$ cat src/rtl/weight_stream_mem_pkg.sv
// Shared constants and types for the banked weight memory and its burst streamer.
package weight_stream_mem_pkg;

   localparam int WEIGHT_BRAM_WIDTH = 8;
   localparam int WEIGHT_BRAM_DEPTH = 16;
   localparam int WEIGHT_BANKS      = 4;

   typedef enum logic [1:0] {WS_IDLE, WS_STREAM, WS_DRAIN} wstream_state_t;

   // A single bank still needs a one-bit select so the port never collapses to zero width.
   function automatic int bank_bits(input int n);
      return (n > 1) ? $clog2(n) : 1;
   endfunction

endpackage

$ cat src/rtl/weight_stream_mem_if.sv
// Loader write port, burst command port and PE-array beat stream of weight_stream_mem.
interface weight_stream_mem_if
   import weight_stream_mem_pkg::*;
#(
   parameter int DATA_WIDTH = WEIGHT_BRAM_WIDTH,
   parameter int DEPTH      = WEIGHT_BRAM_DEPTH,
   parameter int NUM_BANKS  = WEIGHT_BANKS
);

   localparam int ADDR_WIDTH = $clog2(DEPTH);
   localparam int BANK_WIDTH = bank_bits(NUM_BANKS);
   localparam int BEAT_WIDTH = NUM_BANKS * DATA_WIDTH;

   logic                  wr_en;
   logic [BANK_WIDTH-1:0] wr_bank;
   logic [ADDR_WIDTH-1:0] wr_addr;
   logic [DATA_WIDTH-1:0] wr_data;

   logic                  cmd_valid;
   logic                  cmd_ready;
   logic [ADDR_WIDTH-1:0] cmd_addr;
   logic [ADDR_WIDTH:0]   cmd_len;

   logic                  out_valid;
   logic                  out_ready;
   logic [BEAT_WIDTH-1:0] out_data;
   logic                  out_last;

   logic                  busy;
   logic                  parity_err;

   modport master (
      output wr_en, wr_bank, wr_addr, wr_data,
      output cmd_valid, cmd_addr, cmd_len,
      input  cmd_ready,
      input  out_valid, out_data, out_last,
      output out_ready,
      input  busy, parity_err
   );

   modport slave (
      input  wr_en, wr_bank, wr_addr, wr_data,
      input  cmd_valid, cmd_addr, cmd_len,
      output cmd_ready,
      output out_valid, out_data, out_last,
      input  out_ready,
      output busy, parity_err
   );

endinterface

$ cat src/rtl/weight_stream_mem_ram.sv
// Simple dual-port RAM: port 0 writes, port 1 reads with one cycle of latency, read-first.
module ram_dp_sr_sw1 #(
   parameter int WIDTH = 8,
   parameter int DEPTH = 16
) (
   input  logic                     clk,
   input  logic                     we0,
   input  logic [$clog2(DEPTH)-1:0] addr0,
   input  logic [WIDTH-1:0]         wdata0,
   input  logic                     re1,
   input  logic [$clog2(DEPTH)-1:0] addr1,
   output logic [WIDTH-1:0]         rdata1
);

   logic [WIDTH-1:0] mem [DEPTH];
   logic [WIDTH-1:0] rd_q;

   // Same-address write and read in one cycle returns the word held before the write.
   always_ff @(posedge clk) begin
      if (we0) mem[addr0] <= wdata0;
      if (re1) rd_q <= mem[addr1];
   end

   assign rdata1 = rd_q;

endmodule

$ cat src/rtl/weight_stream_mem.sv
// Banked weight memory streaming bursts of wide beats to the PE array through a 2-entry buffer.
// Define WEIGHT_MEM_PARITY_EN to store an even-parity bit per word and flag mismatches on readout.
module weight_stream_mem
   import weight_stream_mem_pkg::*;
#(
   parameter int DATA_WIDTH = WEIGHT_BRAM_WIDTH,
   parameter int DEPTH      = WEIGHT_BRAM_DEPTH,
   parameter int NUM_BANKS  = WEIGHT_BANKS
) (
   input  logic               clk,
   input  logic               rst,
   weight_stream_mem_if.slave bus
);

   localparam int ADDR_WIDTH = $clog2(DEPTH);
   localparam int BANK_WIDTH = bank_bits(NUM_BANKS);
   localparam int BEAT_WIDTH = NUM_BANKS * DATA_WIDTH;
`ifdef WEIGHT_MEM_PARITY_EN
   localparam int RAM_WIDTH  = DATA_WIDTH + 1;
`else
   localparam int RAM_WIDTH  = DATA_WIDTH;
`endif
   localparam logic [ADDR_WIDTH:0] LEN_ONE = (ADDR_WIDTH+1)'(1);

   wstream_state_t        state_q, state_d;
   logic [ADDR_WIDTH-1:0] rd_ptr_q, rd_ptr_d;
   logic [ADDR_WIDTH:0]   remaining_q, remaining_d;
   logic                  vld_p1_q, vld_p1_d;
   logic                  last_p1_q, last_p1_d;
   logic [1:0]            buf_count_q, buf_count_d;
   logic                  buf_rd_q, buf_rd_d;
   logic                  buf_wr_q, buf_wr_d;
   logic                  cmd_ready_q, cmd_ready_d;
   logic                  busy_q, busy_d;
   logic                  parity_err_q, parity_err_d;

   logic [BEAT_WIDTH-1:0] buf_data_q [2];
   logic                  buf_last_q [2];

   logic [RAM_WIDTH-1:0]  ram_rdata [NUM_BANKS];
   logic [BEAT_WIDTH-1:0] rd_beat_p1;

   logic                  out_valid;
   logic                  pop;
   logic                  accept;
   logic                  issue;
   logic                  push;
   logic                  fifo_pop;
   logic [2:0]            occ;
   logic [BEAT_WIDTH-1:0] head_data;
   logic                  head_last;

   for (genvar b = 0; b < NUM_BANKS; b++) begin : g_bank
      logic [RAM_WIDTH-1:0] wdata;
      logic                 we;
`ifdef WEIGHT_MEM_PARITY_EN
      assign wdata = {^bus.wr_data, bus.wr_data};
`else
      assign wdata = bus.wr_data;
`endif
      assign we = bus.wr_en && (bus.wr_bank == BANK_WIDTH'(b));

      ram_dp_sr_sw1 #(
         .WIDTH (RAM_WIDTH),
         .DEPTH (DEPTH)
      ) u_ram (
         .clk    (clk),
         .we0    (we),
         .addr0  (bus.wr_addr),
         .wdata0 (wdata),
         .re1    (issue),
         .addr1  (rd_ptr_q),
         .rdata1 (ram_rdata[b])
      );

      assign rd_beat_p1[b*DATA_WIDTH +: DATA_WIDTH] = ram_rdata[b][DATA_WIDTH-1:0];
   end

   // The RAM output register acts as the in-flight slot: a fresh read can be handed out
   // directly when the buffer is empty, otherwise it is pushed behind the buffered beats.
   always_comb begin
      out_valid = (buf_count_q != 2'd0) || vld_p1_q;
      pop       = out_valid && bus.out_ready;
      accept    = bus.cmd_valid && cmd_ready_q;
      occ       = {1'b0, buf_count_q} + {2'b00, vld_p1_q};
      issue     = (state_q == WS_STREAM) && (remaining_q != '0) &&
                  (occ < (3'd2 + {2'b00, pop}));

      if (buf_count_q != 2'd0) begin
         head_data = buf_data_q[buf_rd_q];
         head_last = buf_last_q[buf_rd_q];
      end else begin
         head_data = rd_beat_p1;
         head_last = last_p1_q;
      end

      push        = vld_p1_q && !((buf_count_q == 2'd0) && pop);
      fifo_pop    = pop && (buf_count_q != 2'd0);
      buf_count_d = buf_count_q + 2'(push) - 2'(fifo_pop);
      buf_wr_d    = buf_wr_q ^ push;
      buf_rd_d    = buf_rd_q ^ fifo_pop;
      vld_p1_d    = issue;
      last_p1_d   = issue && (remaining_q == LEN_ONE);
   end

   always_comb begin
      state_d     = state_q;
      rd_ptr_d    = rd_ptr_q;
      remaining_d = remaining_q;
      case (state_q)
         WS_IDLE: begin
            if (accept) begin
               rd_ptr_d    = bus.cmd_addr;
               remaining_d = bus.cmd_len;
               if (bus.cmd_len != '0) state_d = WS_STREAM;
            end
         end
         WS_STREAM: begin
            if (issue) begin
               rd_ptr_d    = rd_ptr_q + ADDR_WIDTH'(1);
               remaining_d = remaining_q - LEN_ONE;
               if (remaining_q == LEN_ONE) state_d = WS_DRAIN;
            end
         end
         WS_DRAIN: begin
            if ((buf_count_d == 2'd0) && !vld_p1_d) state_d = WS_IDLE;
         end
         default: state_d = WS_IDLE;
      endcase
      cmd_ready_d = (state_d == WS_IDLE);
      busy_d      = (state_d != WS_IDLE);
   end

`ifdef WEIGHT_MEM_PARITY_EN
   logic par_bad;
   always_comb begin
      par_bad = 1'b0;
      for (int b = 0; b < NUM_BANKS; b++) par_bad = par_bad | (^ram_rdata[b]);
   end
   assign parity_err_d = parity_err_q | (vld_p1_q & par_bad);
`else
   assign parity_err_d = 1'b0;
`endif

   // ---- control registers ----
   always_ff @(posedge clk or posedge rst) begin
      if (rst) begin
         state_q      <= WS_IDLE;
         rd_ptr_q     <= '0;
         remaining_q  <= '0;
         vld_p1_q     <= 1'b0;
         last_p1_q    <= 1'b0;
         buf_count_q  <= 2'd0;
         buf_rd_q     <= 1'b0;
         buf_wr_q     <= 1'b0;
         cmd_ready_q  <= 1'b1;
         busy_q       <= 1'b0;
         parity_err_q <= 1'b0;
      end else begin
         state_q      <= state_d;
         rd_ptr_q     <= rd_ptr_d;
         remaining_q  <= remaining_d;
         vld_p1_q     <= vld_p1_d;
         last_p1_q    <= last_p1_d;
         buf_count_q  <= buf_count_d;
         buf_rd_q     <= buf_rd_d;
         buf_wr_q     <= buf_wr_d;
         cmd_ready_q  <= cmd_ready_d;
         busy_q       <= busy_d;
         parity_err_q <= parity_err_d;
      end
   end

   // ---- buffer data (gated by the control counters, so no reset needed) ----
   always_ff @(posedge clk) begin
      if (push) begin
         buf_data_q[buf_wr_q] <= rd_beat_p1;
         buf_last_q[buf_wr_q] <= last_p1_q;
      end
   end

   assign bus.out_valid  = out_valid;
   assign bus.out_data   = out_valid ? head_data : '0;
   assign bus.out_last   = out_valid & head_last;
   assign bus.cmd_ready  = cmd_ready_q;
   assign bus.busy       = busy_q;
   assign bus.parity_err = parity_err_q;

endmodule

$ cat src/flat_wrapper.sv
// flat-port wrapper written by rule: the top's interface ports become plain ports
module weight_stream_mem_flat import weight_stream_mem_pkg::*;
#(
   parameter int DATA_WIDTH = WEIGHT_BRAM_WIDTH,
   parameter int DEPTH      = WEIGHT_BRAM_DEPTH,
   parameter int NUM_BANKS  = WEIGHT_BANKS
)
  (clk, rst, bus_wr_en, bus_wr_bank, bus_wr_addr, bus_wr_data, bus_cmd_valid, bus_cmd_addr, bus_cmd_len, bus_cmd_ready, bus_out_valid, bus_out_data, bus_out_last, bus_out_ready, bus_busy, bus_parity_err);
  weight_stream_mem_if #(.DATA_WIDTH(DATA_WIDTH), .DEPTH(DEPTH), .NUM_BANKS(NUM_BANKS)) bus_i ();
  input  logic clk;
  input  logic rst;
  input wire logic [$bits(bus_i.wr_en)-1:0] bus_wr_en;
  input wire logic [$bits(bus_i.wr_bank)-1:0] bus_wr_bank;
  input wire logic [$bits(bus_i.wr_addr)-1:0] bus_wr_addr;
  input wire logic [$bits(bus_i.wr_data)-1:0] bus_wr_data;
  input wire logic [$bits(bus_i.cmd_valid)-1:0] bus_cmd_valid;
  input wire logic [$bits(bus_i.cmd_addr)-1:0] bus_cmd_addr;
  input wire logic [$bits(bus_i.cmd_len)-1:0] bus_cmd_len;
  output wire logic [$bits(bus_i.cmd_ready)-1:0] bus_cmd_ready;
  output wire logic [$bits(bus_i.out_valid)-1:0] bus_out_valid;
  output wire logic [$bits(bus_i.out_data)-1:0] bus_out_data;
  output wire logic [$bits(bus_i.out_last)-1:0] bus_out_last;
  input wire logic [$bits(bus_i.out_ready)-1:0] bus_out_ready;
  output wire logic [$bits(bus_i.busy)-1:0] bus_busy;
  output wire logic [$bits(bus_i.parity_err)-1:0] bus_parity_err;
  assign bus_i.wr_en = bus_wr_en;
  assign bus_i.wr_bank = bus_wr_bank;
  assign bus_i.wr_addr = bus_wr_addr;
  assign bus_i.wr_data = bus_wr_data;
  assign bus_i.cmd_valid = bus_cmd_valid;
  assign bus_i.cmd_addr = bus_cmd_addr;
  assign bus_i.cmd_len = bus_cmd_len;
  assign bus_cmd_ready = bus_i.cmd_ready;
  assign bus_out_valid = bus_i.out_valid;
  assign bus_out_data = bus_i.out_data;
  assign bus_out_last = bus_i.out_last;
  assign bus_i.out_ready = bus_out_ready;
  assign bus_busy = bus_i.busy;
  assign bus_parity_err = bus_i.parity_err;
  weight_stream_mem #(.DATA_WIDTH(DATA_WIDTH), .DEPTH(DEPTH), .NUM_BANKS(NUM_BANKS)) u_core (.clk(clk), .rst(rst), .bus(bus_i));
endmodule
$ cat config.mk
export PLATFORM = sky130hd
export DESIGN_NAME = weight_stream_mem_flat
export DESIGN_NICKNAME = d
export VERILOG_FILES = /design/src/rtl/weight_stream_mem_pkg.sv /design/src/rtl/weight_stream_mem_if.sv /design/src/rtl/weight_stream_mem_ram.sv /design/src/rtl/weight_stream_mem.sv /design/src/flat_wrapper.sv
export SDC_FILE = /design/constraint.sdc
export NUM_CORES = 1
export LEC_CHECK = 0
export ABC_AREA = 1
export ABC_CLOCK_PERIOD_IN_PS = 3300
export BUFFER_PORTS_ARGS = -buffer_cell sky130_fd_sc_hd__buf_2
export CORE_MARGIN = 4
export CORE_UTILIZATION = 45
export DETAILED_ROUTE_END_ITERATION = 8
export GPL_TIMING_DRIVEN = 1
export SETUP_SLACK_MARGIN = 0.1
export SKIP_LAST_GASP = 1
export SLEW_MARGIN = 20
export SYNTH_ARGS = -nofsm -noshare
export SYNTH_HDL_FRONTEND = slang
export SYNTH_HIERARCHICAL = 1
export SYNTH_SLANG_ARGS = --single-unit
$ cat constraint.sdc
create_clock -name clk -period 3.3 [get_ports clk]
set_clock_uncertainty 0.15 [all_clocks]
set_input_delay 0 -clock clk [delete_from_list [all_inputs] [get_ports clk]]
set_output_delay 0 -clock clk [all_outputs]
set_load 0.01 [all_outputs]
==> results of run 1 <==
[where the power goes]
group / internal (mW) / switching (mW)
clock network: 4.26 / 3.02
registers: 9.80 / 0.670
logic: 2.62 / 5.63
[critical path, stage by stage, from the launching register on]
cell and delay [ns]:
dfrtp_1 0.40, inv_2 0.06, buf_4 0.40, nand2_1 0.18, nand2_1 0.11, nand2_2 0.08
nand2_4 0.11, nand2_4 0.15, nand2_2 0.11, dlygate4sd3_1 0.55, nand2_1 0.05, dlygate4sd3_1 0.55
[final cells by class]
cell class / count / share of cell area
flip-flops and latches: 629 / 0.606
multi-input cells: 1366 / 0.200
inverters: 502 / 0.0607
clock buffers: 87 / 0.0605
repair buffers: 133 / 0.0334
well taps: 782 / 0.0315
clock inverters: 31 / 0.00786
[timing repair]
action	4_1_cts	5_1_grt
setup endpoints to repair	0	1
hold buffers	24	0
endpoints found under the hold margin	248	0
gates resized for setup	0	3
[Yosys cell counts, drive strengths merged (3+ instances only)]
master,instances
nand3b,8
nor2,83
nand2,736
buf,104
o21ai,78
nor3,4
inv,502
clkbuf,9
mux2,33
nand4,3
edfxtp,610
nand3,400
ha,10
dfrtp,18
a21oi,5
[per-layer routing]
metal	global-route usage	routed length, um	vias up	part of all wire
li1	-	-	8649	-
met5	0	0	-	0
met2	0.326	31300	623	0.47
met3	0.0396	4550	115	0.068
met4	0.0573	1610	0	0.024
met1	0.283	29700	8796	0.44
[placed cells by master, fill, tap and decap left out, drive strengths merged, types with 3 or more instances in the layout]
master,synthesis,routed
o21ai,78,78
clkbuf,9,87
a21oi,5,5
mux2,33,33
nor2,83,83
nand3,400,400
edfxtp,610,610
buf,104,109
nor3,4,4
bufinv,0,3
inv,502,503
nand3b,8,8
nand2,736,736
clkinv,0,26
ha,10,10
nand4,3,3
dlygate4sd3,0,24
dfrtp,18,18
[path summary, 6_finish.rpt]
kind	depth (start not counted)	startpoint	to
hold / removal	1	bus_wr_data[5]	u_core/g_bank[0].u_ram/mem[15][5]
min in group asynchronous	4	rst	u_core/buf_count_q[1]
hold reg to reg	0	u_core/g_bank[2].u_ram/rdata1[3]	u_core/buf_data_q[1][19]
max in group asynchronous	4	rst	u_core/rd_ptr_q[0]
setup reg to reg	11	u_core/vld_p1_q	u_core/rd_ptr_q[3]
setup / recovery	11	u_core/vld_p1_q	u_core/rd_ptr_q[3]
[flip-flops by register name, indices dropped and copies added, names as in the netlist]
name / cells
u_core/rd_ptr_q: 4
u_core/bus.cmd_ready: 1
u_core/buf_rd_q: 1
u_core/buf_last_q: 2
u_core/buf_data_q: 64
u_core/bus.busy: 1
u_core/remaining_q: 5
u_core/buf_count_q: 2
u_core/state_q: 2
u_core/last_p1_q: 1
u_core/g_bank.u_ram/mem: 512
u_core/g_bank.u_ram/rdata1: 32
u_core/vld_p1_q: 1
u_core/buf_wr_q: 1
[through the flow]
stage	worst slack (ns)	utilization	power, mW	instances	cell area (um2)
3_5_place_dp	0.802	0.473	18.8	3388	28700
3_3_place_gp	0.817	0.473	18.6	3388	28700
4_1_cts	0.165	0.512	26.1	3530	31000
5_1_grt	0.111	0.512	27.5	3530	31000
2_1_floorplan	1.01	-	16.2	2610	27600
6_report	0.283	0.512	26.0	3530	31000
[kinds of logic (layout without fill, tap and decap cells)]
kind of cell | after synthesis | after routing | synth area share
AO/OA/AOI/OAI | 86 | 86 | 0.0165
XOR/XNOR | 1 | 1 | 0.000317
adder cells (fa/ha/maj) | 10 | 10 | 0.00453
buffers and inverters | 615 | 753 | 0.0956
flip-flops | 629 | 629 | 0.680
multiplexers | 33 | 33 | 0.0134
other | 1 | 1 | 0.000136
AND/OR/NAND/NOR | 1235 | 1235 | 0.190
==> results.toml, run 1 <==
[clock_tree]
cts_setup_buffers = 0
cts_buffers = 69
ctsLongestPathBuffers = 3
cts.sinks = 629
clk_latency_ns = 0.61
cts_tree = "done"
cts_htree_levels = 3
clk_pin_slew_ns = 0.06
root_buffer = "clkbuf_16"

[setup_path]
crit_fanout = 34
crit_path_start_kind = "register"
ff2ff_setup_slack_ns = 0.28
criticalPathCategory = "register to register"
arrival_ns = 3.34
required_ns = 3.62
endpoint_kind = "register"

[logic_synthesis]
synth_top_cell_by_area = "edfxtp_1"
synth_top_area_share = 0.663
synth-edff-count = 610
synth_area_leaders = "edfxtp_1 (66%), nand2_1 (9.9%), nand3_1 (7.2%)"
dominantRegCellSynth = "edfxtp_1"
syn-cell-area_um2 = 27600
synth.yosys.seq_area_share = 0.680
synthCells = 2610
ys_ff_latch = 629
async_reset_ff_frac = 0.0302
yosysWarnings = 6
yosysUniqueCellTypes = 33
synth.avg_cell_area_um2 = 10.6
syn_nets = 2648

[global_route]
grt_pass1_vias = 17700
grt_pass1_wl_um = 103000
track_usage = 0.203
antenna_found_initial = 0
grt-ovfl-total = 0
grt_max_degree = 108

[drt]
firstDrtPassIters = 5
ant_nets = 0
drt_wl_total_um = 67200
via_count = 18200
drt-initial-drc-count = 1751
drc = 0
avgViaCountPerCell = 5.15
wl_per_cell_um = 19.0

[layout]
syn_to_final_growth_pct = 12.3
drive_gt1_frac = 0.0986
num-fill-cells = 5418
insertedDiodeCount = 0
fin_nets = 2739
multi_input_area_um2 = 6210
seq_area_um2 = 18800

[status]
violations = "negative hold slack"
status = "finished with violations"

[sta]
maxSlewViolCount = 0
fmax_mhz = 331
fin_crit_ns = 3.02
tightestPinTransition_ns = 1.03
fin_tns_setup_ns = 0
hold_viol = 2
rsz0062_at_grt = "no"
setup_violations = 0
period_share = 0.914
maxSlewHeadroom = 0.315
holdWs_ns = -0.00187

[placement]
portBuffers = 63
gp_congestion = 0.864
dpl.hpwl_um = 39700

[floorplanning]
initial_utilization = 0.456
dieArea_um2 = 65500
fp-row-count = 90
dieWidth_um = 256
io_pins = 65
die_h_um = 256
fp.coreArea_um2 = 60600

[power_and_ir_drop]
vdd_drop_max_uv = 432
powerDensity_nw_per_um2 = 838
p_leak_nw = 13.1

[min_path]
worstHoldPathType = "primary input to register"

[flow_run]
max-cap-violations = 0
Power figures use the tool's default switching activity.
==> run 2: changes to the inputs <==
--- a/config.mk
+++ b/config.mk
@@ -12,6 +12,7 @@
 export CORE_UTILIZATION = 45
 export DETAILED_ROUTE_END_ITERATION = 8
 export GPL_TIMING_DRIVEN = 1
+export PLACE_DENSITY_LB_ADDON = 0.08
 export SETUP_SLACK_MARGIN = 0.1
 export SKIP_LAST_GASP = 1
 export SLEW_MARGIN = 20
==> run 2 against run 1 <==
Net effect: the run now ends clean; clock power increased by 4.7%; maximum frequency increased by 4.6%; critical path depth unchanged; die area unchanged; power increased by 2.1%; non-clock buffer count increased by 16; utilization increased by 0.29 points; final cell count increased by 0.76%; hold slack improved by 0.021 ns.
==> results.toml, run 2 (synthesized netlist as in run 1, its figures left out) <==
[status]
status = "completed"

[setup_path]
crit_path_start_kind = "register"
worstSetupPathDepth = 11
reg2regPathDepth = 11
criticalPathCategory = "register to register"
crit_fanout = 14
worstReg2RegStart = "u_core/remaining_q[0]"
ff2ff_setup_slack_ns = 0.42
required_ns = 3.62
arrival_ns = 3.20
path_buf_inv = 3
path_delay_family = "buffers and inverters"
critical_path.max_stage_delay_ns = 0.56
crit_end = "u_core/remaining_q[0]"
reg2reg_to = "u_core/remaining_q[0]"
endpoint_kind = "register"
crit_chain = "inv_1 > ha_1 > nand2_1 > nor2_1 > nor2_4 > nand2_4 > nand2_4 > nand2_2 > dlygate4sd3_1 > o21ai_2 > dlygate4sd3_1"
crit_start = "u_core/remaining_q[0]"
slowest_stage = "dlygate4sd3_1"

[layout]
multi_input_area_um2 = 6220
num-fill-cells = 5476
fin_nets = 2758
largest_reg_flops = 512
layout_commonest_cell = "nand2_1"
largest-register = "u_core/g_bank.u_ram/mem"
final_cell_mix = "nand2_1 (727), edfxtp_1 (610), inv_1 (491)"
syn_to_final_growth_pct = 12.9
seq_area_um2 = 18800
insertedDiodeCount = 0
stdcell_area_um2 = 31200
drive_gt1_frac = 0.106

[power_and_ir_drop]
p_leak_nw = 13.2
vdd_drop_max_uv = 520
powerDensity_nw_per_um2 = 850

[floorplanning]
initial_utilization = 0.456
die_h_um = 256
io_pins = 65
fp.coreArea_um2 = 60600
fp-row-count = 90
dieWidth_um = 256
dieArea_um2 = 65500

[sta]
period_share = 0.874
tightestPinTransition_ns = 1.01
fmax_mhz = 347
fin_tns_setup_ns = 0
hold_viol = 0
fin_crit_ns = 2.88
maxSlewViolCount = 0
maxSlewHeadroom = 0.325
setup_violations = 0
rsz0062_at_grt = "no"
holdWs_ns = 0.0187

[clock_tree]
clk_pin_slew_ns = 0.06
cts_buffers = 71
cts_htree_levels = 3
post_cts_resized = 0
clk_latency_ns = 0.59
root_buffer = "clkbuf_16"
cts_setup_buffers = 0
cts.sinks = 629
ctsLongestPathBuffers = 3
cts_tree = "done"

[drt]
drt_wl_total_um = 70200
avgViaCountPerCell = 5.04
drc = 0
via_count = 17900
firstDrtPassIters = 6
drt-initial-drc-count = 1754
wl_per_cell_um = 19.7
ant_nets = 0

[placement]
dpl.hpwl_um = 41400
placed_area_um2 = 28700
gp_congestion = 0.823
portBuffers = 63

[global_route]
grt_pass1_vias = 17500
grt_max_degree = 156
antenna_found_initial = 1
grt-ovfl-total = 0
track_usage = 0.213
grt_pass1_wl_um = 108000

[min_path]
worstHoldPathType = "primary input to register"
worstHoldStart = "bus_wr_data[3]"

[flow_run]
max-cap-violations = 0
[run 2: worst min-delay path by stage]
stage	cells past startpoint	slack, ns	endpoint
floorplan	1	-0.20	u_core/buf_count_q[0]
global placement	2	0.07	u_core/bus.busy
detailed placement	2	0.08	u_core/state_q[1]
CTS	1	0.004	u_core/g_bank[2].u_ram/mem[4][3]
global route	1	0.03	u_core/g_bank[2].u_ram/mem[4][3]
finish	1	0.02	u_core/g_bank[2].u_ram/mem[4][3]
[run 2: final cells by class]
class,instances,area share
Clock buffer,95,0.0618
Clock inverter,33,0.00966
Multi-Input combinational cell,1367,0.199
Sequential cell,629,0.602
Timing Repair Buffer,149,0.0352
Tap cell,782,0.0313
Inverter,502,0.0604
[run 2: through the flow]
step | instances | utilization | total power [mW] | setup slack [ns]
after global placement | 3405 | 0.474 | 19.0 | 0.792
final | 3557 | 0.515 | 26.5 | 0.415
after floorplan | 2610 | - | 16.2 | 1.01
after detailed placement | 3405 | 0.474 | 19.1 | 0.842
after global routing | 3557 | 0.515 | 28.2 | 0.247
after CTS | 3554 | 0.515 | 26.8 | 0.273
[run 2: timing repair]
item	CTS	global route
endpoints found under the hold margin	165	86
hold buffers	21	2
endpoints found under the setup margin	0	1
[run 2: report_power, final]
part	total [mW]	switching, mW	internal [mW]
Clock	7.62	3.11	4.50
Combinational	8.49	5.87	2.62
Sequential	10.4	0.632	9.81
Total	26.5	9.62	16.9
[run 2: layer usage]
layer / vias to the layer above / GRT usage / part of all wire
li1: 8685 / - / -
met1: 8653 / 0.304 / 0.45
met2: 477 / 0.346 / 0.47
met3: 96 / 0.0311 / 0.052
met4: 0 / 0.0591 / 0.022
met5: - / 0 / 0
